$ cat src/rtl/mmcm_lock_supervisor.sv
// -----------------------------------------------------------------------------
// mmcm_lock_supervisor
//
// Brings an MMCM out of reset, waits for LOCKED, filters it for stability,
// and only then releases the reset of the logic that runs on the MMCM output
// clocks. A lock attempt that times out is retried with a fresh MMCM reset
// pulse. After MAX_RETRIES consecutive timeouts the block parks in FAULT with
// the MMCM held in reset until reset or force_reset.
//
// Parameters
//   RST_HOLD_CYCLES  cycles mmcm_reset is held high per attempt (>= 1)
//   LOCK_TIMEOUT     WAIT_LOCK cycles before an attempt counts as failed
//   LOCK_FILTER      consecutive synchronised-lock cycles required for RUN
//   MAX_RETRIES      consecutive timeouts that force FAULT (>= 1)
//
// Ports
//   clk_in        in   free-running MMCM reference clock (only clock)
//   reset         in   synchronous active-high reset
//   mmcm_locked   in   MMCM LOCKED, asynchronous to clk_in
//   force_reset   in   single-cycle request to restart the MMCM
//   mmcm_reset    out  drives MMCM RST
//   sys_reset     out  active-high reset for logic on MMCM output clocks
//   clocks_ok     out  high only in RUN
//   fault         out  high only in FAULT
//   relock_count  out  loss-of-lock events seen in RUN, saturating at 255
//   state_out     out  current state (only with MMCM_SUP_STATE_OUT_EN)
//
// Build option
//   MMCM_SUP_STATE_OUT_EN  when defined, adds the 3-bit state_out port:
//                          RESET_MMCM=0, WAIT_LOCK=1, FILTER=2, RUN=3, FAULT=4.
// -----------------------------------------------------------------------------
module mmcm_lock_supervisor #(
  parameter int RST_HOLD_CYCLES = 16,
  parameter int LOCK_TIMEOUT    = 100000,
  parameter int LOCK_FILTER     = 64,
  parameter int MAX_RETRIES     = 8
) (
  input  logic       clk_in,
  input  logic       reset,
  input  logic       mmcm_locked,
  input  logic       force_reset,
  output logic       mmcm_reset,
  output logic       sys_reset,
  output logic       clocks_ok,
  output logic       fault,
  output logic [7:0] relock_count
`ifdef MMCM_SUP_STATE_OUT_EN
  ,
  output logic [2:0] state_out
`endif
);

  localparam int HOLD_W  = $clog2(RST_HOLD_CYCLES + 1);
  localparam int TMR_W   = $clog2(LOCK_TIMEOUT + 1);
  localparam int FILT_W  = $clog2(LOCK_FILTER + 1);
  localparam int RETRY_W = $clog2(MAX_RETRIES + 1);

  // Terminal counts: each counter starts at 0 on state entry, so the last
  // cycle of a phase is the one where the counter reads N-1.
  localparam logic [HOLD_W-1:0]  HOLD_LAST  = HOLD_W'(RST_HOLD_CYCLES - 1);
  localparam logic [TMR_W-1:0]   TMR_LAST   = TMR_W'(LOCK_TIMEOUT - 1);
  localparam logic [FILT_W-1:0]  FILT_LAST  = FILT_W'(LOCK_FILTER - 1);
  localparam logic [RETRY_W-1:0] RETRY_LAST = RETRY_W'(MAX_RETRIES - 1);

  typedef enum logic [2:0] {
    ST_RESET_MMCM = 3'd0,
    ST_WAIT_LOCK  = 3'd1,
    ST_FILTER     = 3'd2,
    ST_RUN        = 3'd3,
    ST_FAULT      = 3'd4
  } state_t;

  // ---------------------------------------------------------------------------
  // LOCKED synchroniser. Nothing downstream looks at mmcm_locked directly.
  // ---------------------------------------------------------------------------
  logic sync_meta_reg;
  logic locked_sync;

  always_ff @(posedge clk_in) begin
    if (reset) begin
      sync_meta_reg <= 1'b0;
      locked_sync   <= 1'b0;
    end else begin
      sync_meta_reg <= mmcm_locked;
      locked_sync   <= sync_meta_reg;
    end
  end

  // ---------------------------------------------------------------------------
  // Control state
  // ---------------------------------------------------------------------------
  state_t               state_reg,  state_next;
  logic [HOLD_W-1:0]    hold_reg,   hold_next;
  logic [TMR_W-1:0]     timer_reg,  timer_next;
  logic [FILT_W-1:0]    filt_reg,   filt_next;
  logic [RETRY_W-1:0]   retry_reg,  retry_next;
  logic [7:0]           relock_reg, relock_next;

  logic mmcm_reset_reg, mmcm_reset_next;
  logic sys_reset_reg,  sys_reset_next;
  logic clocks_ok_reg,  clocks_ok_next;
  logic fault_reg,      fault_next;

  always_ff @(posedge clk_in) begin
    if (reset) begin
      state_reg      <= ST_RESET_MMCM;
      hold_reg       <= '0;
      timer_reg      <= '0;
      filt_reg       <= '0;
      retry_reg      <= '0;
      relock_reg     <= '0;
      mmcm_reset_reg <= 1'b1;
      sys_reset_reg  <= 1'b1;
      clocks_ok_reg  <= 1'b0;
      fault_reg      <= 1'b0;
    end else begin
      state_reg      <= state_next;
      hold_reg       <= hold_next;
      timer_reg      <= timer_next;
      filt_reg       <= filt_next;
      retry_reg      <= retry_next;
      relock_reg     <= relock_next;
      mmcm_reset_reg <= mmcm_reset_next;
      sys_reset_reg  <= sys_reset_next;
      clocks_ok_reg  <= clocks_ok_next;
      fault_reg      <= fault_next;
    end
  end

  always_comb begin
    state_next  = state_reg;
    hold_next   = hold_reg;
    timer_next  = timer_reg;
    filt_next   = filt_reg;
    retry_next  = retry_reg;
    relock_next = relock_reg;

    if (force_reset) begin
      // A restart request beats every transition, including a loss of lock
      // in RUN, so relock_count is deliberately left alone here.
      state_next = ST_RESET_MMCM;
      hold_next  = '0;
      retry_next = '0;
    end else begin
      unique case (state_reg)
        ST_RESET_MMCM: begin
          if (hold_reg == HOLD_LAST) begin
            state_next = ST_WAIT_LOCK;
            timer_next = '0;
          end else begin
            hold_next = hold_reg + 1'b1;
          end
        end

        ST_WAIT_LOCK: begin
          // Lock is tested before the timeout so a lock arriving on the
          // timeout cycle still counts.
          if (locked_sync) begin
            state_next = ST_FILTER;
            filt_next  = '0;
          end else if (timer_reg == TMR_LAST) begin
            retry_next = retry_reg + 1'b1;
            if (retry_reg == RETRY_LAST) begin
              state_next = ST_FAULT;
            end else begin
              state_next = ST_RESET_MMCM;
              hold_next  = '0;
            end
          end else begin
            timer_next = timer_reg + 1'b1;
          end
        end

        ST_FILTER: begin
          // A glitch sends us back to waiting without a fresh MMCM reset and
          // without charging it against the retry budget.
          if (!locked_sync) begin
            state_next = ST_WAIT_LOCK;
            timer_next = '0;
          end else if (filt_reg == FILT_LAST) begin
            state_next = ST_RUN;
            retry_next = '0;
          end else begin
            filt_next = filt_reg + 1'b1;
          end
        end

        ST_RUN: begin
          retry_next = '0;
          if (!locked_sync) begin
            state_next = ST_RESET_MMCM;
            hold_next  = '0;
            if (relock_reg != 8'hFF) begin
              relock_next = relock_reg + 8'd1;
            end
          end
        end

        ST_FAULT: begin
          state_next = ST_FAULT;
        end

        default: begin
          state_next = ST_RESET_MMCM;
          hold_next  = '0;
        end
      endcase
    end
  end

  // Outputs are decoded from the next state and registered together with it,
  // so they change on the same edge as the state and never glitch.
  always_comb begin
    mmcm_reset_next = 1'b1;
    sys_reset_next  = 1'b1;
    clocks_ok_next  = 1'b0;
    fault_next      = 1'b0;
    unique case (state_next)
      ST_RUN: begin
        mmcm_reset_next = 1'b0;
        sys_reset_next  = 1'b0;
        clocks_ok_next  = 1'b1;
      end
      ST_WAIT_LOCK, ST_FILTER: begin
        mmcm_reset_next = 1'b0;
      end
      ST_FAULT: begin
        fault_next = 1'b1;
      end
      default: begin
        mmcm_reset_next = 1'b1;
      end
    endcase
  end

  assign mmcm_reset   = mmcm_reset_reg;
  assign sys_reset    = sys_reset_reg;
  assign clocks_ok    = clocks_ok_reg;
  assign fault        = fault_reg;
  assign relock_count = relock_reg;

`ifdef MMCM_SUP_STATE_OUT_EN
  // state_reg is itself a flop, so this port is registered.
  assign state_out = state_reg;
`endif

endmodule

$ cat config.mk
export PLATFORM = sky130hd
export DESIGN_NAME = mmcm_lock_supervisor
export DESIGN_NICKNAME = d
export VERILOG_FILES = /design/src/rtl/mmcm_lock_supervisor.sv
export SDC_FILE = /design/constraint.sdc
export NUM_CORES = 1
export LEC_CHECK = 0
export CAP_MARGIN = 20
export CORE_ASPECT_RATIO = 1.25
export CORE_UTILIZATION = 40
export CTS_CLUSTER_DIAMETER = 120
export DETAILED_ROUTE_END_ITERATION = 7
export HOLD_SLACK_MARGIN = 0.1
export SLEW_MARGIN = 20
export SYNTH_ARGS = -nofsm -noshare
export SYNTH_HDL_FRONTEND = slang
export SYNTH_SLANG_ARGS = --single-unit
$ cat constraint.sdc
create_clock -name clk_in -period 2.32 [get_ports clk_in]
set_input_delay 0.464 -clock clk_in [delete_from_list [all_inputs] [get_ports clk_in]]
set_output_delay 0.464 -clock clk_in [all_outputs]
set_load 0.01 [all_outputs]
==> impl_metrics.csv <==
group,metric,value,unit
yosys,netlist_area,2500,um2
worst_setup_path,critPathRequiredTime,2.56,ns
detailed_routing,ant_nets,0,
run_status,status,"complete, no violations",
finish,drive_above_1_share,12.4,%
finish,largest_reg_flops,17,
worst_setup_path,reg2reg_to,"timer_reg[13]$_SDFFE_PP0P_",
cts,root_buffer,"clkbuf_8",
yosys,synth-seq-cells,50,
placed_design,place_congestion,0.776,
power_and_ir_drop,power_density,472,nW/um2
power_and_ir_drop,power,0.00139,W
worst_hold_path,worstHoldStart,"sync_meta_reg$_SDFF_PP0_",
global_route,grt_usage,17.1,%
yosys,syn_nets,304,
global_route,gr-total-overflow,0,
power_and_ir_drop,ir_drop,0.000231,V
sta,hold_slack,0.439,ns
sta,hold_viol_final,0,
sta,setup_viol,0,
yosys,synth_area_per_cell,8.51,um2
worst_setup_path,cp-start-kind,"flop",
finish,syn_to_final_growth,17.6,%
floorplan,core,5900,um2
floorplan,io_pins,16,
worst_setup_path,slowest_stage,"or4_1",
worst_setup_path,endpoint,"timer_reg[13]$_SDFFE_PP0P_",
sta,tightestPinTransition,0.538,ns
sta,skew,0.0113,ns
cts,cts_buffers,5,
yosys,synth-edff-count,0,
finish,layout.cells.most_common,"dfxtp_1",
cts,cts_hold_buffers,0,
cts,worstSkewPairLatency,0.30,ns
global_route,grt_pass1_vias,1951,
worst_setup_path,worstSetupStartpoint,"hold_reg[1]$_SDFFE_PP0P_",
placed_design,numPortBuffers,15,
global_route,grt_first_pass_wirelength,8940,um
worst_setup_path,r2r_slack,0.12,ns
sta,fin_crit_sh,94.9,%
worst_setup_path,reg2reg_depth,8,
detailed_routing,firstDrtPassIters,4,
sta,period_needed,2.20,ns
yosys,async_flop_share,0,%
sta,setup_slack,0.118,ns
worst_setup_path,path_common_cell,"ha_1",
floorplan,die_x,72.7,um
worst_hold_path,hold_path_class,"flop to flop",
yosys,yosys_warnings,0,
worst_setup_path,cp_max_fo,6,
finish,final_core_util,49.9,%
cts,cts_tree,"yes",
worst_setup_path,cp.arrival,2.44,ns
cts,clk_path_buf_depth,2,
sta,fmax,0.454,GHz
floorplan,dieArea,6580,um2
detailed_routing,drt_wl_total,5320,um
detailed_routing,viasPerCell,5.37,
floorplan,initial_utilization,42.4,%
floorplan,placementRows,31,
placed_design,dp_slack,-0.00825,ns
yosys,ys_seq_area_share,40.0,%
cts,cts_resized,0,
detailed_routing,drt_iter0_markers,154,
detailed_routing,drc_errors,0,
placed_design,dp_hpwl,3780,um
finish,layout_common_cells,"50 x dfxtp_1, 33 x nor2_1, 20 x nand2_1, 18 x buf_4, 17 x nand3_1",
yosys,synth-main-ff-cell,"dfxtp_1",
finish,final_net_count,333,
detailed_routing,vias,2174,
detailed_routing,routedWlPerCell,13.1,um
worst_setup_path,cp-end-kind,"flop",
power_and_ir_drop,power_leakage,0.975,nW
worst_setup_path,criticalPathCategory,"flop to flop",
global_route,grt_max_degree,18,
floorplan,die_h,90.4,um
sta,relSlewSlack,63.9,%
cts,cts.sinks,50,
cts,post_cts_buffers,0,
sta,final_max_slew_viol_count,0,
global_route,antenna_found_initial,0,
worst_setup_path,cpPeakStageDelay,0.51,ns
yosys,yosysUniqueCellTypes,55,
finish,fill_cells,591,
run,drv_cap,0,
worst_setup_path,crit_chain,"ha_1 -> and3_1 -> ha_1 -> nor2b_4 -> a32oi_2 -> a21o_2 -> or4_1 -> a21oi_1",
worst_setup_path,r2r_start,"hold_reg[1]$_SDFFE_PP0P_",
cts,htreeDepth,2,
yosys,synthCells,294,
cts,clk_pin_slew,0.09,ns
finish,antennaDiodeCount,0,
[per-stage QoR]
| step | setup TNS [ns] | cells | cell area [um2] |
|---|---|---|---|
| final | 0 | 405 | 2940 |
| after global routing | -0.0411 | 405 | 2940 |
| after CTS | 0 | 404 | 2920 |
| after detailed placement | -0.00825 | 397 | 2840 |
| after global placement | 0 | 397 | 2840 |
| after floorplan | 0 | 294 | 2500 |
[critical path: cells and delay by family, from the launching register on]
kind	cells	cell delay, ns
compound gates	3	0.56
fa+ha+maj	2	0.36
flops	1	0.37
simple gates	3	0.84
[logic make-up after synthesis]
| family | synth area share (%) |
|---|---|
| AOI/OAI and AO/OA | 15.9 |
| xor gates and xnor gates | 6.65 |
| adders and majority gates | 3.00 |
| buffers and inverters | 3.35 |
| DFF | 40.0 |
| muxes | 0.800 |
| and+or+nand+nor | 30.3 |
[where the power goes]
| part | leakage [nW] | total (W) | switching (W) | internal [W] |
|---|---|---|---|---|
| clock network | 0.0373 | 0.000485 | 0.000277 | 0.000207 |
| logic | 0.535 | 0.0000383 | 0.0000230 | 0.0000153 |
| registers | 0.403 | 0.000864 | 0.00000337 | 0.000861 |
| total | 0.975 | 0.00139 | 0.000304 | 0.00108 |
[cell type report]
cell class              count  area (um2)  area share, %
inverters                   8        30.0           1.02
clock buffers               6        72.6           2.47
repair buffers             33         285           9.70
clock inverters             1        7.51          0.255
well taps                  82         103           3.49
multi-input cells         225        1440           49.0
flip-flops and latches     50        1000           34.0
[how the worst min path moves through the flow]
stage / to / slack, ns / cells after the start
finish: locked_sync$_SDFF_PP0_ / 0.44 / 1
floorplan: locked_sync$_SDFF_PP0_ / 0.41 / 1
CTS: locked_sync$_SDFF_PP0_ / 0.45 / 1
global placement: locked_sync$_SDFF_PP0_ / 0.42 / 1
detailed placement: locked_sync$_SDFF_PP0_ / 0.43 / 1
global route: locked_sync$_SDFF_PP0_ / 0.49 / 1
[routing by layer]
metal / vias up / global-route usage (%) / share of wire, % / wire (um)
li1: 1128 / - / - / -
met1: 1004 / 21.7 / 47 / 2500
met2: 33 / 27.8 / 48 / 2530
met3: 9 / 3.13 / 3.0 / 160
met4: 0 / 7.19 / 2.3 / 123
met5: - / 0 / 0 / 0
[cells in the mapped netlist, drive strengths merged, types with 3 or more instances]
| library cell | instances | share of area, % |
|---|---|---|
| dfxtp | 50 | 40 |
| nor2 | 34 | 5.2 |
| nand2 | 20 | 3.0 |
| nand3 | 17 | 3.4 |
| a21oi | 16 | 3.2 |
| o21ai | 15 | 3.0 |
| xnor2 | 15 | 5.3 |
| nor3 | 13 | 3.1 |
| clkbuf | 9 | 1.5 |
| inv | 8 | 1.2 |
| nor2b | 8 | 2.0 |
| nor4 | 7 | 2.0 |
| or3 | 7 | 1.8 |
| ha | 6 | 3.0 |
| and3 | 5 | 1.3 |
| a211oi | 4 | 1.4 |
| and4 | 4 | 1.4 |
| o31ai | 4 | 1.2 |
| or2 | 4 | 1.0 |
| xor2 | 4 | 1.4 |
| buf | 3 | 0.70 |
| nand2b | 3 | 0.75 |
| nand4 | 3 | 0.75 |
| or4 | 3 | 0.90 |
Power figures use the tool's default switching activity.
